==> src/rtl/xbar_slave_port.sv <==
// Small synchronous FIFO used for the outer request channels.
// Latency: one cycle from push to head visibility; head is read combinationally.
// Backpressure: full blocks pushes and empty blocks pops, even if the opposite side is active in the same cycle.
module xbar_fifo #(
    parameter int WIDTH = 8,
    parameter int DEPTH = 4
) (
    input  logic             ACLK,
    input  logic             ARESETn,
    input  logic             push,
    input  logic [WIDTH-1:0] push_dat,
    input  logic             pop,
    output logic [WIDTH-1:0] pop_dat,
    output logic             empty,
    output logic             full
);
    // Pointers carry one extra wrap bit so that full and empty can be told apart.
    localparam int PW = $clog2(DEPTH) + 1;

    logic [PW-1:0]    wr_ptr;
    logic [PW-1:0]    rd_ptr;
    logic [WIDTH-1:0] mem [DEPTH];
    logic             do_push;
    logic             do_pop;

    assign empty   = (wr_ptr == rd_ptr);
    assign full    = (wr_ptr[PW-1] != rd_ptr[PW-1]) && (wr_ptr[PW-2:0] == rd_ptr[PW-2:0]);
    assign do_push = push & ~full;
    assign do_pop  = pop & ~empty;
    assign pop_dat = mem[rd_ptr[PW-2:0]];

    // Advance the pointers; reset discards all stored entries.
    always_ff @(posedge ACLK) begin
        if (!ARESETn) begin
            wr_ptr <= '0;
            rd_ptr <= '0;
        end else begin
            if (do_push) wr_ptr <= wr_ptr + 1'b1;
            if (do_pop)  rd_ptr <= rd_ptr + 1'b1;
        end
    end

    // Write the storage array; contents are meaningless until pointed at.
    always_ff @(posedge ACLK) begin
        if (do_push) mem[wr_ptr[PW-2:0]] <= push_dat;
    end
endmodule

// Crossbar slave port: queues outer AR/AW/W requests and returns R/B from downstream slaves.
// Latency: requests visible at FIFO head one cycle after handshake; returns add one arbitration cycle per burst/response.
// Backpressure: READY drops when a FIFO is full; R/B hold grant and payload until RREADY/BREADY.
module xbar_slave_port #(
    parameter int ID_WIDTH   = 4,
    parameter int ADDR_WIDTH = 32,
    parameter int LEN_WIDTH  = 4,
    parameter int SIZE_WIDTH = 3,
    parameter int DATA_WIDTH = 32,
    parameter int STRB_WIDTH = 4,
    parameter int DEPTH      = 4,
    parameter int SLAVES     = 2,
    localparam int SB        = $clog2(SLAVES)
) (
    input  logic                              ACLK,
    input  logic                              ARESETn,
    // outer AR
    input  logic [ID_WIDTH-1:0]               ARID,
    input  logic [ADDR_WIDTH-1:0]             ARADDR,
    input  logic [LEN_WIDTH-1:0]              ARLEN,
    input  logic [SIZE_WIDTH-1:0]             ARSIZE,
    input  logic [1:0]                        ARBURST,
    input  logic                              ARVALID,
    output logic                              ARREADY,
    // outer AW
    input  logic [ID_WIDTH-1:0]               AWID,
    input  logic [ADDR_WIDTH-1:0]             AWADDR,
    input  logic [LEN_WIDTH-1:0]              AWLEN,
    input  logic [SIZE_WIDTH-1:0]             AWSIZE,
    input  logic [1:0]                        AWBURST,
    input  logic                              AWVALID,
    output logic                              AWREADY,
    // outer W
    input  logic [DATA_WIDTH-1:0]             WDATA,
    input  logic [STRB_WIDTH-1:0]             WSTRB,
    input  logic                              WLAST,
    input  logic                              WVALID,
    output logic                              WREADY,
    // outer R
    output logic [ID_WIDTH-1:0]               RID,
    output logic [DATA_WIDTH-1:0]             RDATA,
    output logic [1:0]                        RRESP,
    output logic                              RLAST,
    output logic                              RVALID,
    input  logic                              RREADY,
    // outer B
    output logic [ID_WIDTH-1:0]               BID,
    output logic [1:0]                        BRESP,
    output logic                              BVALID,
    input  logic                              BREADY,
    // AR FIFO head toward crossbar
    output logic                              ar_empty,
    output logic [SB-1:0]                     ar_dest,
    output logic [ID_WIDTH-1:0]               ar_front_id,
    output logic [ADDR_WIDTH-1:0]             ar_front_addr,
    output logic [LEN_WIDTH-1:0]              ar_front_len,
    output logic [SIZE_WIDTH-1:0]             ar_front_size,
    output logic [1:0]                        ar_front_burst,
    input  logic                              ar_pop,
    // AW FIFO head toward crossbar
    output logic                              aw_empty,
    output logic [SB-1:0]                     aw_dest,
    output logic [ID_WIDTH-1:0]               aw_front_id,
    output logic [ADDR_WIDTH-1:0]             aw_front_addr,
    output logic [LEN_WIDTH-1:0]              aw_front_len,
    output logic [SIZE_WIDTH-1:0]             aw_front_size,
    output logic [1:0]                        aw_front_burst,
    input  logic                              aw_pop,
    // W FIFO head toward crossbar
    output logic                              w_empty,
    output logic [DATA_WIDTH-1:0]             w_front_data,
    output logic [STRB_WIDTH-1:0]             w_front_strb,
    output logic                              w_front_last,
    input  logic                              w_pop,
    // R return queues from slaves
    input  logic [SLAVES-1:0]                 r_ret_empty,
    input  logic [SLAVES-1:0][ID_WIDTH-1:0]   r_ret_id,
    input  logic [SLAVES-1:0][DATA_WIDTH-1:0] r_ret_data,
    input  logic [SLAVES-1:0][1:0]            r_ret_resp,
    input  logic [SLAVES-1:0]                 r_ret_last,
    output logic [SLAVES-1:0]                 r_ret_pop,
    // B return queues from slaves
    input  logic [SLAVES-1:0]                 b_ret_empty,
    input  logic [SLAVES-1:0][ID_WIDTH-1:0]   b_ret_id,
    input  logic [SLAVES-1:0][1:0]            b_ret_resp,
    output logic [SLAVES-1:0]                 b_ret_pop
);
    typedef struct packed {
        logic [SB-1:0]         dest;
        logic [ID_WIDTH-1:0]   id;
        logic [ADDR_WIDTH-1:0] addr;
        logic [LEN_WIDTH-1:0]  len;
        logic [SIZE_WIDTH-1:0] size;
        logic [1:0]            burst;
    } ax_hdr_t;

    typedef struct packed {
        logic [DATA_WIDTH-1:0] data;
        logic [STRB_WIDTH-1:0] strb;
        logic                  last;
    } w_dat_t;

    typedef enum logic {R_IDLE, R_BUSY} r_state_t;
    typedef enum logic {B_IDLE, B_BUSY} b_state_t;

    // Round-robin search: first requester at or above start, wrapping at SLAVES.
    function automatic logic [SB-1:0] rr_pick(input logic [SLAVES-1:0] req, input logic [SB-1:0] start);
        logic [SB-1:0] pick;
        logic          found;
        int            idx;
        pick  = '0;
        found = 1'b0;
        for (int i = 0; i < SLAVES; i++) begin
            idx = (int'(start) + i) % SLAVES;
            if (!found && req[idx]) begin
                pick  = SB'(idx);
                found = 1'b1;
            end
        end
        return pick;
    endfunction

    // Index after g, wrapping to zero past the last slave.
    function automatic logic [SB-1:0] rr_next(input logic [SB-1:0] g);
        if (int'(g) == SLAVES - 1) return '0;
        return g + SB'(1);
    endfunction

    // ---------------- request FIFOs ----------------
    ax_hdr_t ar_in, ar_head, aw_in, aw_head;
    w_dat_t  w_in, w_head;
    logic    ar_full, aw_full, w_full;

    // Destination slave is the top address bits, captured alongside the entry.
    assign ar_in = {ARADDR[ADDR_WIDTH-1 -: SB], ARID, ARADDR, ARLEN, ARSIZE, ARBURST};
    assign aw_in = {AWADDR[ADDR_WIDTH-1 -: SB], AWID, AWADDR, AWLEN, AWSIZE, AWBURST};
    assign w_in  = {WDATA, WSTRB, WLAST};

    // READY never looks at the pop side, so a full FIFO cannot pass through.
    assign ARREADY = ~ar_full & ARESETn;
    assign AWREADY = ~aw_full & ARESETn;
    assign WREADY  = ~w_full & ARESETn;

    xbar_fifo #(.WIDTH($bits(ax_hdr_t)), .DEPTH(DEPTH)) u_ar_fifo (
        .ACLK(ACLK), .ARESETn(ARESETn),
        .push(ARVALID & ARREADY), .push_dat(ar_in),
        .pop(ar_pop), .pop_dat(ar_head),
        .empty(ar_empty), .full(ar_full)
    );

    xbar_fifo #(.WIDTH($bits(ax_hdr_t)), .DEPTH(DEPTH)) u_aw_fifo (
        .ACLK(ACLK), .ARESETn(ARESETn),
        .push(AWVALID & AWREADY), .push_dat(aw_in),
        .pop(aw_pop), .pop_dat(aw_head),
        .empty(aw_empty), .full(aw_full)
    );

    xbar_fifo #(.WIDTH($bits(w_dat_t)), .DEPTH(DEPTH)) u_w_fifo (
        .ACLK(ACLK), .ARESETn(ARESETn),
        .push(WVALID & WREADY), .push_dat(w_in),
        .pop(w_pop), .pop_dat(w_head),
        .empty(w_empty), .full(w_full)
    );

    assign ar_dest        = ar_head.dest;
    assign ar_front_id    = ar_head.id;
    assign ar_front_addr  = ar_head.addr;
    assign ar_front_len   = ar_head.len;
    assign ar_front_size  = ar_head.size;
    assign ar_front_burst = ar_head.burst;

    assign aw_dest        = aw_head.dest;
    assign aw_front_id    = aw_head.id;
    assign aw_front_addr  = aw_head.addr;
    assign aw_front_len   = aw_head.len;
    assign aw_front_size  = aw_head.size;
    assign aw_front_burst = aw_head.burst;

    assign w_front_data   = w_head.data;
    assign w_front_strb   = w_head.strb;
    assign w_front_last   = w_head.last;

    // ---------------- R return ----------------
    r_state_t      r_state;
    logic [SB-1:0] r_grant;
    logic [SB-1:0] r_rr;
    logic          r_hs;

    // Payload follows the granted slave; grant is frozen for the burst so it stays stable.
    assign RVALID = (r_state == R_BUSY) & ~r_ret_empty[r_grant] & ARESETn;
    assign RID    = r_ret_id[r_grant];
    assign RDATA  = r_ret_data[r_grant];
    assign RRESP  = r_ret_resp[r_grant];
    assign RLAST  = r_ret_last[r_grant];
    assign r_hs   = RVALID & RREADY;

    // Pop only the granted slave queue, and only on an accepted beat.
    always_comb begin
        r_ret_pop          = '0;
        r_ret_pop[r_grant] = r_hs;
    end

    // Grant a whole burst at a time; release after the last beat is accepted.
    always_ff @(posedge ACLK) begin
        if (!ARESETn) begin
            r_state <= R_IDLE;
            r_grant <= '0;
            r_rr    <= '0;
        end else begin
            case (r_state)
                R_IDLE: begin
                    if (~r_ret_empty != '0) begin
                        r_grant <= rr_pick(~r_ret_empty, r_rr);
                        r_state <= R_BUSY;
                    end
                end
                R_BUSY: begin
                    if (r_hs && RLAST) begin
                        r_rr    <= rr_next(r_grant);
                        r_state <= R_IDLE;
                    end
                end
                default: r_state <= R_IDLE;
            endcase
        end
    end

    // ---------------- B return ----------------
    b_state_t      b_state;
    logic [SB-1:0] b_grant;
    logic [SB-1:0] b_rr;
    logic          b_hs;

    assign BVALID = (b_state == B_BUSY) & ~b_ret_empty[b_grant] & ARESETn;
    assign BID    = b_ret_id[b_grant];
    assign BRESP  = b_ret_resp[b_grant];
    assign b_hs   = BVALID & BREADY;

    // Pop only the granted slave queue on an accepted response.
    always_comb begin
        b_ret_pop          = '0;
        b_ret_pop[b_grant] = b_hs;
    end

    // Each write response is a single beat, so every handshake ends the grant.
    always_ff @(posedge ACLK) begin
        if (!ARESETn) begin
            b_state <= B_IDLE;
            b_grant <= '0;
            b_rr    <= '0;
        end else begin
            case (b_state)
                B_IDLE: begin
                    if (~b_ret_empty != '0) begin
                        b_grant <= rr_pick(~b_ret_empty, b_rr);
                        b_state <= B_BUSY;
                    end
                end
                B_BUSY: begin
                    if (b_hs) begin
                        b_rr    <= rr_next(b_grant);
                        b_state <= B_IDLE;
                    end
                end
                default: b_state <= B_IDLE;
            endcase
        end
    end
endmodule

==> config.mk <==
export PLATFORM = sky130hd
export DESIGN_NAME = xbar_slave_port
export DESIGN_NICKNAME = d
export VERILOG_FILES = /design/src/rtl/xbar_slave_port.sv
export SDC_FILE = /design/constraint.sdc
export NUM_CORES = 1
export LEC_CHECK = 0
export ABC_AREA = 1
export CAP_MARGIN = 20
export CELL_PAD_IN_SITES_DETAIL_PLACEMENT = 0
export CELL_PAD_IN_SITES_GLOBAL_PLACEMENT = 1
export CORE_AREA = 2 2 259 197
export CTS_BUF_LIST = sky130_fd_sc_hd__clkbuf_8
export DETAILED_ROUTE_END_ITERATION = 10
export DIE_AREA = 0 0 261 199
export PLACE_DENSITY = 0.88
export SLEW_MARGIN = 5
export SYNTH_ARGS = -nofsm -noshare
export SYNTH_HDL_FRONTEND = slang
export SYNTH_SLANG_ARGS = --single-unit
==> constraint.sdc <==
create_clock -name ACLK -period 4.84 [get_ports ACLK]
set_input_delay 1.21 -clock ACLK [delete_from_list [all_inputs] [get_ports ACLK]]
set_output_delay 1.21 -clock ACLK [all_outputs]
set_load 0.01 [all_outputs]
==> results.py <==
metrics = {
    "global_routing": {
        "grt-busiest-layer": "met2",
        "grtUsageMet2_pct": 34.68,
        "vias_in_the_first_global_route": 14470,
        "track_usage_pct": 19.90,
        "grt_max_degree": 91,
        "globalRouteMet1Util_pct": 24.35,
        "global_route.overflow_total": 0,
        "antenna_violations_before_repair": 2,
        "grt_first_pass_wirelength_um": 78720,
        "groute.layer.met3.usage_pct": 5.059,
    },
    "timing": {
        "tightestPinTransition_ps": 925.5,
        "max_freq_mhz": 242.2,
        "setup_repair_after_global_routing_missed_its_margin": "false",
        "fin_setup_tns_ps": 0,
        "hold_slack_ps": 509.8,
        "final-setup-viol-count": 0,
        "layout_min_cycle_time_ps": 4129,
        "layout_setup_ws_ps": 711.5,
        "min_period_over_period_pct": 85.30,
        "finClkSkew_ps": 22.85,
        "final_max_slew_viols": 0,
        "slew_headroom_pct": 38.30,
        "final_hold_viol_count": 0,
    },
    "drt": {
        "viasPerCell": 5.154,
        "drc_errors": 0,
        "postRouteWirelength_um": 52700,
        "detailedRoute.firstPassIterationCount": 5,
        "initialDrtViolationCount": 1135,
        "number_of_nets_with_antenna_violations_after_detailed_routing": 0,
        "detailed_route_via_count": 14390,
        "wl_per_cell_um": 18.88,
    },
    "cts": {
        "cts_inserted_buffers": 84,
        "clock_insertion_delay_worst_skew_ps": 660,
        "cts_repair_resize_count": 0,
        "clock_sink_count": 538,
        "post-cts-setup-buffer-count": 0,
        "clk_transition_reported_paths_ps": 60,
        "hold_buffers": 0,
        "cts-root-buf": "clkbuf_8",
        "h_tree_depth_reported_by_cts": 3,
        "ctsLongestPathBuffers": 3,
        "tritoncts": "built",
    },
    "place": {
        "io_buffers": 416,
        "hpwlAfterDp_um": 33070,
        "placement.setup.worst_slack_ps": 773.4,
        "post-place-cells": 2641,
        "globalplace.congestion": 0.8212,
    },
    "yosys": {
        "synth_enable_flop_cells": 508,
        "synth_seq_cells": 538,
        "synth_top_cell_by_area": "edfxtp_1",
        "yosys_warnings": 0,
        "ys_dominant_reg_cell": "edfxtp_1",
        "async_flop_share_pct": 0,
        "synth.top_cell.area_share_pct": 72.34,
        "ys_types": 27,
        "yosys-top-cells-area": "edfxtp_1 (72%), o21ai_0 (5.3%), nor2_1 (5.2%)",
        "seq_area_frac_synth_pct": 75.19,
        "post_synth_inst_count": 1630,
        "post-synth-top-count-cell": "edfxtp_1",
        "yosys-top-cells-count": "edfxtp_1 (508), nor2_1 (290), o21ai_0 (223)",
        "postSynthNetCount": 1876,
        "post_synth_instance_area_um2": 21090,
        "avgSynthCellArea_um2": 12.94,
    },
    "worst_setup_path": {
        "critical_path.cell_chain": "buf_4 -> o21ai_0 -> o22ai_1 -> clkdlybuf4s50_1",
        "cpMaxStageDelayCell": "buf_4",
        "required_ps": 3630,
        "category_of_the_worst_setup_path_capture_point": "primary output",
        "worst-endpoint-arrival_ps": 2920,
        "path_class": "reg -> out",
        "critical-path-max-stage-delay_ps": 690,
        "crit_path_max_fanout": 90,
        "worstSetupStartpointType": "flip-flop",
    },
    "worst_hold_path": {
        "worst_hold_path_type": "reg -> reg",
    },
    "final_layout": {
        "layout.filler_cells": 3929,
        "drive_above_1_share_pct": 8.201,
        "area_growth_pct": 30.47,
        "final_core_util_pct": 55.50,
        "final_net_count": 2316,
        "layout.cells.non_filler": 2792,
    },
    "floorplanning": {
        "dieWidth_um": 261,
        "placeableCoreArea_um2": 49570,
        "floorplan.initialDensity_pct": 42.54,
        "fp.dieH_um": 199,
        "io_pins": 417,
        "design.die.area_um2": 51940,
        "placement_rows": 71,
    },
    "power": {
        "power.ir.vdd_worst_v": 0.0001882,
        "cellPowerDensity_nw_per_um2": 402.1,
        "leakagePower_uw": 0.009625,
    },
    "status": {
        "result_of_the_run": "finished clean",
    },
    "job": {
        "max-cap-violations": 0,
    },
}
==> report_power, final <==
part           internal, uW  total [uW]  switching, uW
Clock                  1860        3590           1730
Sequential             5230        5290           57.2
Combinational          1010        2190           1180
==> worst max-delay path: cells and delay by family (launching register included) <==
kind | cells | cell delay [ps]
flops | 1 | 350
compound gates | 2 | 560
buf+inv | 2 | 1340
==> worst paths after layout <==
check | cells past startpoint | slack [ps] | start | endpoint
hold / removal | 2 | 510 | u_ar_fifo.wr_ptr[2]$_SDFFE_PN0P_ | u_ar_fifo.wr_ptr[2]$_SDFFE_PN0P_
setup reg to reg | 7 | 2670 | u_ar_fifo.wr_ptr[0]$_SDFFE_PN0P_ | u_ar_fifo.mem[0][23]$_DFFE_PP_
hold reg to reg | 2 | 510 | u_ar_fifo.wr_ptr[2]$_SDFFE_PN0P_ | u_ar_fifo.wr_ptr[2]$_SDFFE_PN0P_
setup / recovery | 4 | 710 | flip-flop | aw_front_burst[1]
==> metal layers <==
layer | wire, um | part of all wire [%]
met1 | 21240 | 40
met2 | 26770 | 51
met3 | 3551 | 6.7
met4 | 1123 | 2.1
met5 | 13 | 0.025
==> area by class of cell <==
type,count,area [um^2],share of cell area [%]
diodes,1,2.502,0.009095
clock buffers,85,1170,4.252
clock inverters,65,395.4,1.437
inverters,57,219.0,0.7959
multi-input cells,940,4594,16.70
flip-flops and latches,538,15860,57.65
well taps,657,822.0,2.988
repair buffers,449,4449,16.17
==> flip-flops by register name, indices dropped and copies added (netlist names), named ones only <==
name,cells
u_ar_fifo.mem,180
u_aw_fifo.mem,180
u_w_fifo.mem,148
u_ar_fifo.rd_ptr,3
u_ar_fifo.wr_ptr,3
u_aw_fifo.rd_ptr,3
u_aw_fifo.wr_ptr,3
u_w_fifo.rd_ptr,3
u_w_fifo.wr_ptr,3
b_grant,1
b_rr,1
b_state,1
r_grant,1
r_rr,1
r_state,1
==> through the flow <==
stage,area [um^2],power [uW]
3_5_place_dp,25940,7581
3_3_place_gp,25940,7532
2_1_floorplan,21090,6391
5_1_grt,27510,11540
4_1_cts,27510,11170
6_report,27510,11060
==> cells by family (layout without fill, tap and decap cells) <==
| group | after synthesis | in the layout | synth area share [%] |
|---|---|---|---|
| other cells | 0 | 1 | 0 |
| simple gates | 514 | 514 | 9.831 |
| buf+inv | 152 | 656 | 3.453 |
| fa+ha+maj | 15 | 15 | 0.8900 |
| compound gates | 405 | 405 | 10.39 |
| flops | 538 | 538 | 75.19 |
| xor+xnor | 6 | 6 | 0.2492 |
==> cell usage in the layout (no fill, tap or decap), drive strengths merged <==
master	instances
o22ai	127
nand4	8
edfxtp	508
buf	33
nor2	295
dfxtp	30
ha	15
clkdlybuf4s50	416
nand3	18
xor2	6
clkinvlp	2
nand2	192
inv	90
a21oi	10
bufinv	4
clkbuf	85
o21a	2
diode	1
clkinv	26
o21ai	266
and3	1
(Power assumes the default switching activity.)
==> variant, RTL diff (same flow settings) <==
`STRB_WIDTH`: 4 -> 3.
--- a/src/rtl/xbar_slave_port.sv
+++ b/src/rtl/xbar_slave_port.sv
@@ -55,7 +55,7 @@
     parameter int LEN_WIDTH  = 4,
     parameter int SIZE_WIDTH = 3,
     parameter int DATA_WIDTH = 32,
-    parameter int STRB_WIDTH = 4,
+    parameter int STRB_WIDTH = 3,
     parameter int DEPTH      = 4,
     parameter int SLAVES     = 2,
     localparam int SB        = $clog2(SLAVES)
Interface: changed (resized WSTRB and w_front_strb); port bits go from 417 to 415. No check against the original RTL was run, so the function may have changed too.
==> variant against the original RTL <==
  * Setup slack got worse by 0.012 ns
  * Routed wire length fell by 1.3%
  * Sequential cell count fell by 4
  * Die area did not move
  * Critical path depth rose by 2
  * Utilization fell by 0.28 points
  * Largest power group unchanged
  * Count of clock-buffer cells in the layout did not move
  * Clock skew rose by 0.022 ns
  * Total power rose by 0.38%
  * Synthesized area fell by 0.66%
  * Sequential share of layout area fell by 0.15 points
  * Cell area fell by 0.51%
  * Highest routed layer unchanged
==> variant: results (changes against the original RTL) <==
| Metric | Value |
|---|---|
| Worst Hold Class | flop to flop |
| Asr flop ratio synth | 0 (unchanged) |
| Worst Hold Slack | 0.515 ns (+0.00545 ns) |
| Fin nets | 2298 (-0.78%) |
| Hold path depth | 2 (unchanged) |
| Post-CTS Setup Inserts | 0 (unchanged) |
| Top cells by area, synth | edfxtp_1 (72%), o21ai_0 (5.8%), nor2_1 (5.2%), o22ai_1 (3.8%), nand2_1 (3.3%) |
| Detailed Route WL | 52000 µm (-1.3%) |
| Setup slack after layout | 0.699 ns (-0.0121 ns) |
| Root buf cell | clkbuf_8 |
| Multi-input gate area | 4590 µm² (unchanged) |
| P_sw | 2.95 mW (-0.46%) |
| Worst-skew pair later-pin latency | 0.67 ns |
| Clk slew on worst S/H paths | 0.06 ns (about the same) |
| Pin count of the biggest net entering global routing | 91 (unchanged) |
| DR vias/cell | 5.16 (about the same) |
| Crit-path max FO | 4 (-96%) |
| DP Worst Slack | 0.705 ns (-0.0680 ns) |
| Post-synth EDFFs | 504 (-0.79%) |
| YS warnings | 0 (unchanged) |
| Vias in the first global route | 13838 (-4.4%) |
| Sequential area share after synthesis | 0.751 (about the same) |
| CTS Buf Count | 83 (-1.2%) |
| Syn avg cell area | 12.9 µm² (about the same) |
| Worst Path Arrival | 2.93 ns (about the same) |
| Largest delay contributor family on the critical path | buffers and inverters |
| Peak supply drop | 0.205 mV (+8.9%) |
| Syn_nets | 1865 (-0.59%) |
| Post-CTS sizing | 0 (unchanged) |
| Leakage | 9.52 nW (-1.0%) |
| First-pass GRT wire length | 77200 µm (-1.9%) |
| Max clock buf depth | 3 (unchanged) |
| CP max stage delay | 0.63 ns (-0.06 ns) |
| Clk_skew | 0.0451 ns (+0.0222 ns) |
| DP Area | 25800 µm² (-0.75%) |
| FILL cells | 3961 (+0.81%) |
| Hpwl dp | 32400 µm (-2.1%) |
| Netlist cell types | 29 (+7.4%) |
| GRT Total Usage | 0.196 (-0.00321) |
| Post-synth top cells | edfxtp_1 (504), nor2_1 (288), o21ai_0 (243) |
| TritonRoute pass-1 iters | 5 (unchanged) |
| WL/cell | 18.7 µm (-0.67%) |
| Number of buffers added on ports | 414 (-0.48%) |
| Ratio of cells with drive above 1 in the final layout | 0.0955 (+0.0135) |
| DP Cell Count | 2625 (-0.61%) |
| Initial antenna violation count | 5 (+3) |
| Rel. slew slack | 0.386 (+0.00344) |
| Status | finished, final reports clean |
| H-tree level count | 3 (unchanged) |
| R2r setup slk | 2.63 ns (-0.04 ns) |
| Reg2Reg Depth | 7 (unchanged) |
| Initial DRC count | 1211 (+6.7%) |
| Global placer's final weighted congestion | 0.796 (-3.1%) |
| CP max stage cell | clkdlybuf4s50_1 |
variant: cell families after synthesis:
group           after synthesis  share of synthesized area
xor+xnor                      6                    0.00251
buf+inv                     151                     0.0338
fa+ha+maj                    15                    0.00896
simple gates                512                     0.0992
flops                       534                      0.751
compound gates              402                      0.104
variant: layer usage:
| layer | GRT usage | vias up | wire [µm] |
|---|---|---|---|
| met5 | 0 | - | 26 |
| met4 | 0.0804 | 4 | 1540 |
| met3 | 0.0525 | 95 | 3790 |
| met2 | 0.327 | 534 | 25800 |
| met1 | 0.242 | 6925 | 20900 |
| li1 | - | 6749 | - |
variant: final cells by class:
type	instances	share of cell area
clock buffers	85	0.0427
clock inverters	62	0.0162
flip-flops and latches	534	0.575
diodes	3	0.000274
well taps	657	0.0300
repair buffers	442	0.160
inverters	57	0.00791
multi-input cells	935	0.168
variant: worst paths after layout:
path,from,endpoint
max reg2reg,u_ar_fifo.wr_ptr[0]$_SDFFE_PN0P_,u_ar_fifo.mem[2][11]$_DFFE_PP_
max,ARESETn,r_ret_pop[0]
min reg2reg,r_rr$_SDFFE_PN0P_,r_rr$_SDFFE_PN0P_
min,r_rr$_SDFFE_PN0P_,r_rr$_SDFFE_PN0P_
variant: power by group through the flow:
stage / Sequential (mW) / Clock (mW) / Combinational (mW)
6_report: 5.24 / 3.69 / 2.17
5_1_grt: 5.25 / 3.97 / 2.35
3_5_place_dp: 5.34 / 0 / 2.18
4_1_cts: 5.24 / 3.78 / 2.19
2_1_floorplan: 5.33 / 0 / 1.01
3_3_place_gp: 5.33 / 0 / 2.14
variant: worst register-to-register path: stages, from the launching register on:
cell	delay, ns
dfxtp_1	0.43
inv_2	0.09
nand2_1	0.09
nand2_2	0.07
nand3_2	0.13
nand3_4	0.17
nor2_4	0.58
buf_12	0.30
